[config.mk]
export PLATFORM = sky130hd
export DESIGN_NAME = ex_unit
export DESIGN_NICKNAME = d
export VERILOG_FILES = /design/src/rtl/ex_unit.sv
export SDC_FILE = /design/constraint.sdc
export NUM_CORES = 1
export LEC_CHECK = 0
export CORE_AREA = 5 5 112 141
export DETAILED_ROUTE_END_ITERATION = 16
export DIE_AREA = 0 0 117 146
export PLACE_DENSITY = 0.93
export RECOVER_POWER = 100
export SLEW_MARGIN = 5
export SYNTH_ARGS = -nofsm -noshare
export SYNTH_HDL_FRONTEND = slang
export SYNTH_SLANG_ARGS = --single-unit
[constraint.sdc]
create_clock -name vclk -period 5.23
set_input_delay 1.046 -clock vclk [all_inputs]
set_output_delay 1.046 -clock vclk [all_outputs]
set_load 0.02 [all_outputs]
[src/rtl/ex_unit.sv]
// Execute stage: single-cycle logic/shift results with forwarding, plus an optional
// 32-step restoring divider (enabled by defining DIV_EN) that stalls the pipeline and writes HI/LO.
module ex_unit (
  input  logic        clk,
  input  logic        rst,
  input  logic        flush_i,
  input  logic [7:0]  aluop_i,
  input  logic [2:0]  alusel_i,
  input  logic [31:0] reg1_i,
  input  logic [31:0] reg2_i,
  input  logic [4:0]  wd_i,
  input  logic        wreg_i,
  output logic [4:0]  wd_o,
  output logic        wreg_o,
  output logic [31:0] wdata_o,
  output logic        whilo_o,
  output logic [31:0] hi_o,
  output logic [31:0] lo_o,
  output logic        stallreq_o
);

  localparam logic [7:0] EXE_AND_OP  = 8'b00100100;
  localparam logic [7:0] EXE_OR_OP   = 8'b00100101;
  localparam logic [7:0] EXE_XOR_OP  = 8'b00100110;
  localparam logic [7:0] EXE_NOR_OP  = 8'b00100111;
  localparam logic [7:0] EXE_SLL_OP  = 8'b01111100;
  localparam logic [7:0] EXE_SRL_OP  = 8'b00000010;
  localparam logic [7:0] EXE_SRA_OP  = 8'b00000011;
  localparam logic [7:0] EXE_DIV_OP  = 8'b00011010;
  localparam logic [7:0] EXE_DIVU_OP = 8'b00011011;

  localparam logic [2:0] EXE_RES_LOGIC = 3'b001;
  localparam logic [2:0] EXE_RES_SHIFT = 3'b010;

  logic [31:0] logic_res;
  logic [31:0] shift_res;
  logic [4:0]  shamt;

  assign shamt = reg1_i[4:0];

  always_comb begin
    logic_res = 32'h0;
    case (aluop_i)
      EXE_OR_OP:  logic_res = reg1_i | reg2_i;
      EXE_AND_OP: logic_res = reg1_i & reg2_i;
      EXE_XOR_OP: logic_res = reg1_i ^ reg2_i;
      EXE_NOR_OP: logic_res = ~(reg1_i | reg2_i);
      default:    logic_res = 32'h0;
    endcase
  end

  always_comb begin
    shift_res = 32'h0;
    case (aluop_i)
      EXE_SLL_OP: shift_res = reg2_i << shamt;
      EXE_SRL_OP: shift_res = reg2_i >> shamt;
      EXE_SRA_OP: shift_res = $unsigned($signed(reg2_i) >>> shamt);
      default:    shift_res = 32'h0;
    endcase
  end

  // Forwarding path is combinational so decode sees the result in the same cycle.
  always_comb begin
    wdata_o = 32'h0;
    if (!rst) begin
      case (alusel_i)
        EXE_RES_LOGIC: wdata_o = logic_res;
        EXE_RES_SHIFT: wdata_o = shift_res;
        default:       wdata_o = 32'h0;
      endcase
    end
  end

  assign wd_o   = rst ? 5'd0 : wd_i;
  assign wreg_o = rst ? 1'b0 : wreg_i;

`ifdef DIV_EN
  typedef enum logic [1:0] {IDLE, CALC, DONE} div_state_t;

  div_state_t  state;
  logic [4:0]  count;
  logic [31:0] dvd;
  logic [31:0] dvs;
  logic [31:0] rem;
  logic        q_neg;
  logic        r_neg;
  logic        whilo_r;
  logic [31:0] hi_r;
  logic [31:0] lo_r;

  logic        is_div;
  logic        is_signed;
  logic [32:0] rem_shift;
  logic [33:0] diff;
  logic        qbit;
  logic [31:0] rem_next;
  logic [31:0] quo_next;
  logic [31:0] rem_fix;
  logic [31:0] quo_fix;

  assign is_div    = (aluop_i == EXE_DIV_OP) || (aluop_i == EXE_DIVU_OP);
  assign is_signed = (aluop_i == EXE_DIV_OP);

  // The dividend register doubles as the quotient: each step shifts one dividend bit
  // out of the top and one quotient bit in at the bottom.
  always_comb begin
    rem_shift = {rem, dvd[31]};
    diff      = {1'b0, rem_shift} - {2'b00, dvs};
    qbit      = ~diff[33];
    rem_next  = qbit ? diff[31:0] : rem_shift[31:0];
    quo_next  = {dvd[30:0], qbit};
    quo_fix   = q_neg ? (32'h0 - quo_next) : quo_next;
    rem_fix   = r_neg ? (32'h0 - rem_next) : rem_next;
  end

  always_ff @(posedge clk) begin
    if (rst) begin
      state   <= IDLE;
      count   <= 5'd0;
      dvd     <= 32'h0;
      dvs     <= 32'h0;
      rem     <= 32'h0;
      q_neg   <= 1'b0;
      r_neg   <= 1'b0;
      whilo_r <= 1'b0;
      hi_r    <= 32'h0;
      lo_r    <= 32'h0;
    end else if (flush_i) begin
      state   <= IDLE;
      whilo_r <= 1'b0;
      hi_r    <= 32'h0;
      lo_r    <= 32'h0;
    end else begin
      case (state)
        IDLE: begin
          whilo_r <= 1'b0;
          hi_r    <= 32'h0;
          lo_r    <= 32'h0;
          if (is_div) begin
            if (reg2_i != 32'h0) begin
              dvd   <= (is_signed && reg1_i[31]) ? (32'h0 - reg1_i) : reg1_i;
              dvs   <= (is_signed && reg2_i[31]) ? (32'h0 - reg2_i) : reg2_i;
              q_neg <= is_signed && (reg1_i[31] ^ reg2_i[31]);
              r_neg <= is_signed && reg1_i[31];
              rem   <= 32'h0;
              count <= 5'd0;
              state <= CALC;
            end else begin
              whilo_r <= 1'b1;
              hi_r    <= reg1_i;
              lo_r    <= 32'hFFFF_FFFF;
              state   <= DONE;
            end
          end
        end
        CALC: begin
          dvd   <= quo_next;
          rem   <= rem_next;
          count <= count + 5'd1;
          // Final step loads the sign-corrected results so DONE drives them from flops.
          if (count == 5'd31) begin
            whilo_r <= 1'b1;
            hi_r    <= rem_fix;
            lo_r    <= quo_fix;
            state   <= DONE;
          end
        end
        DONE: begin
          whilo_r <= 1'b0;
          hi_r    <= 32'h0;
          lo_r    <= 32'h0;
          state   <= IDLE;
        end
        default: state <= IDLE;
      endcase
    end
  end

  assign whilo_o    = rst ? 1'b0  : whilo_r;
  assign hi_o       = rst ? 32'h0 : hi_r;
  assign lo_o       = rst ? 32'h0 : lo_r;
  assign stallreq_o = !rst && is_div && ((state == IDLE) || (state == CALC));
`else
  logic unused_div;
  assign unused_div = &{1'b0, clk, flush_i};

  assign whilo_o    = 1'b0;
  assign hi_o       = 32'h0;
  assign lo_o       = 32'h0;
  assign stallreq_o = 1'b0;
`endif

endmodule

* Yosys cells after proc, flatten, opt, wreduce, memory -nomap -nowiden
Cells that the tools add are included. Widths: inputs -> output; s select.
Word-level totals: register bits after elaboration 0, input port bits 84, output and inout bits 104, word-level logic and storage cells 22
Operators by class: equal/unequal tests 9, shift operators 3, muxes and demuxes 6, bitwise gates (word level) 4
Operator list (count):
- $pmux 32 s4 | 1
- $pmux 32 s3 | 1
- $pmux 32 s2 | 1
- $and 32x32->32 | 1
- $eq 8x6->1 const B | 4
- $mux 32 | 1
- $not 32->32 | 1
- $or 32x32->32 | 1
- $shl 32x5->32 | 1
- $shr 32x5->32 | 1
- $sshr 32x5->32 | 1
- $xor 32x32->32 | 1
- $eq 8x2->1 const B | 2
- $eq 8x7->1 const B | 1
- $mux 5 | 1
- $eq 3x1->1 const B | 1
- $eq 3x2->1 const B | 1
- $mux 1 | 1

* Longest topological paths before layout
depth after elaboration 5, gate-level depth with buffers 12

* Worst setup path after synthesis
No wires, ideal clock.
kind in2out, start input port reg1_i[0], end output port wdata_o[0], arrival 3.063 ns, setup slack 1.121 ns, cell stages on the path 11, buffers on the path 4, cells stage by stage buf_6 buf_12 buf_8 buf_8 inv_1 ha_1 inv_1 o21ai_0 a21oi_1 o32a_1 a211oi_1
Between the ends: longest elaborated chain between the ends 5, elaborated cells on any way between the ends 11, classes of those cells shift (3); mux (4); bitwise (4)
Ends and longest elaborated chain:
- start: declaration | line 9 | input logic [31:0] reg1_i,
- branches (longest 3 deep; another with $sshr 32x5->32)
- $pmux 32 s2 (*) | line 66 | case (alusel_i)
- $mux 32 (*) | line 65 | if (!rst) begin
- end: declaration | line 15 | output logic [31:0] wdata_o,
Mark *: on every way between the ends.

* Worst setup path after layout
start input port reg2_i[15], end output port wdata_o[9]
Between the ends: longest elaborated chain between the ends 4, elaborated cells on any way between the ends 6, classes of those cells shift (3); mux (3)
Ends and longest elaborated chain:
- start: declaration | line 10 | input logic [31:0] reg2_i,
- $sshr 32x5->32, or another cell as far along | line 57 | EXE_SRA_OP: shift_res = $unsigned($signed(reg2_i) >>> shamt);
- $pmux 32 s3 (*) | line 54 | case (aluop_i)
- $pmux 32 s2 (*) | line 66
- $mux 32 (*) | line 65
Every way passes the cells marked *; elsewhere a longest branch is shown, timed or not.

==> impl_metrics.env <==
export IMPL_path_class="in -> out"
export IMPL_start_util_pct=50.4
export IMPL_setup_worst_path_end="wdata_o[9]"
export IMPL_p_leak_nw=4.06
export IMPL_fin_crit_ns=5.18
export IMPL_ys_seq_area_share_pct=0
export IMPL_core_um2=14200
export IMPL_hold_violations=0
export IMPL_antenna_found_initial=0
export IMPL_cts_hold_fix_buffers=0
export IMPL_netlist_area_um2=7160
export IMPL_diodes=0
export IMPL_maxSlewHeadroom_pct=58.3
export IMPL_grt_pass1_wl_mm=48.2
export IMPL_die_w_um=117
export IMPL_vias_per_cell=6.50
export IMPL_final_common_cell="buf_4"
export IMPL_peakVddDrop_v=0.0000847
export IMPL_vias=8532
export IMPL_die_h_um=146
export IMPL_drv_cap=0
export IMPL_cp_start_kind="primary input"
export IMPL_fin_nets=1287
export IMPL_final_cell_mix="buf_4, nor2_1, o21ai_0, inv_1, clkdlybuf4s50_1"
export IMPL_n_clock_buffer=0
export IMPL_placementRows=49
export IMPL_grt_use_met2_pct=59.5
export IMPL_wl_per_cell_um=24.8
export IMPL_synth_cell_type_count=69
export IMPL_grt_max_degree=70
export IMPL_postSynthCellCount=984
export IMPL_avgSynthCellArea_um2=7.28
export IMPL_worstSetupEndpointType="output port"
export IMPL_grt_total_usage_pct=36.7
export IMPL_timing_setup_tns_ns=0
export IMPL_startpoint="reg2_i[15]"
export IMPL_power_total_mw=0.748
export IMPL_overflow=0
export IMPL_worstPathRequired_ns=4.18
export IMPL_io_buffers=120
export IMPL_wl_mm=32.6
export IMPL_drtIter0Drc=941
export IMPL_top_level_ports=188
export IMPL_antenna_left=0
export IMPL_crit_arrival_ns=4.14
export IMPL_drc=0
export IMPL_crit_fanout=6
export IMPL_grt_pass1_vias=8083
export IMPL_area_growth_syn_to_layout_pct=23.0
export IMPL_power_density_nw_per_um2=85.0
export IMPL_first_pass_iters=5
export IMPL_drive_gt1_share_pct=19.4
export IMPL_outcome="complete, no violations"
export IMPL_place_gp_congestion=1.09
export IMPL_tightest_slew_ns=0.625
export IMPL_regArea_um2=0
export IMPL_min_path_type="in -> out"
export IMPL_busiest_layer="met2"
export IMPL_met3_usage_pct=4.33
export IMPL_clock_fmax_mhz=193
export IMPL_drv_slew=0
export IMPL_yosys_warnings=0
export IMPL_dp_hpwl_mm=26.8
export IMPL_seq_cells=0
export IMPL_report_final_setup_viol=0
export IMPL_use_met1_pct=47.0
export IMPL_rsz0062_at_grt="no"
export IMPL_die_area_um2=17100
export IMPL_period_share_pct=99.1
worst max-delay path: stages:
cell and delay (ns):
clkdlybuf4s50_1 0.55, buf_4 0.23, mux4_1 0.51, and2_1 0.19, a2111oi_0 0.52, a211oi_1 0.18, o21bai_1 0.24, a21oi_1 0.10
clkdlybuf4s50_1 0.56
layout make-up:
| class | instances | area, um2 |
|---|---|---|
| Inverter | 92 | 345 |
| Timing Repair Buffer | 239 | 2120 |
| Tap cell | 178 | 223 |
| Multi-Input combinational cell | 804 | 6120 |
| Fill cell | 1295 | 5420 |
power by group:
part / internal [mW] / total [mW] / leakage [nW] / switching [mW]
sequential: 0 / 0 / 0 / 0
combinational: 0.310 / 0.748 / 4.06 / 0.438
clock: 0 / 0 / 0 / 0
total: 0.310 / 0.748 / 4.06 / 0.438
through the flow:
stage	std cells	hold WS (ns)	instance area, um2	setup slack, ns	util (%)
final	1313	3.24	8810	0.0464	61.9
after global routing	1313	3.25	8810	0.0298	61.9
after CTS	1313	3.13	8800	0.107	61.8
after detailed placement	1313	3.14	8800	0.117	61.8
after global placement	1313	3.13	8800	0.111	61.8
after floorplan	1049	2.26	7410	1.12	-
cells in the mapped netlist, drive strengths merged, types with 7 or more instances:
library cell	instances	area (um2)
o211ai	10	75.1
nand2b	7	43.8
mux2	32	364
nand3	8	45.0
nor2b	9	56.3
o32ai	9	78.8
o221ai	10	93.8
mux2i	64	641
inv	91	342
mux4	49	1130
a21oi	55	275
ha	66	826
nor2	95	357
buf	114	803
clkbuf	39	146
or2	7	43.8
nor3	21	105
o22ai	32	200
o21ai	97	485
a211oi	18	135
nand2	74	278
layer usage:
layer	share of wire [%]	vias up
li1	-	3779
met1	37	4029
met2	46	598
met3	9.9	126
met4	7.0	0
met5	0	-
worst min path at each step:
| stage | from | end | slack [ns] | cells after the start |
|---|---|---|---|---|
| floorplan | wd_i[0] | wd_o[0] | 2.26 | 1 |
| global placement | wd_i[2] | wd_o[2] | 3.13 | 3 |
| detailed placement | wd_i[0] | wd_o[0] | 3.14 | 3 |
| CTS | wd_i[0] | wd_o[0] | 3.13 | 3 |
| global route | wd_i[0] | wd_o[0] | 3.25 | 3 |
| finish | wd_i[0] | wd_o[0] | 3.24 | 3 |
repair_timing:
action | 4_1_cts | 5_1_grt
setup buffers | 0 | 0
resized for setup | 0 | 4
endpoints found under the setup margin | 0 | 4
kinds of logic after synthesis:
| kind of cell | share of synthesized area (%) |
|---|---|
| compound gates | 25.4 |
| fa+ha+maj | 11.5 |
| buf+inv | 18.1 |
| mux | 29.8 |
| other cells | 0.0524 |
| simple gates | 15.2 |
Power figures use the tool's default switching activity.
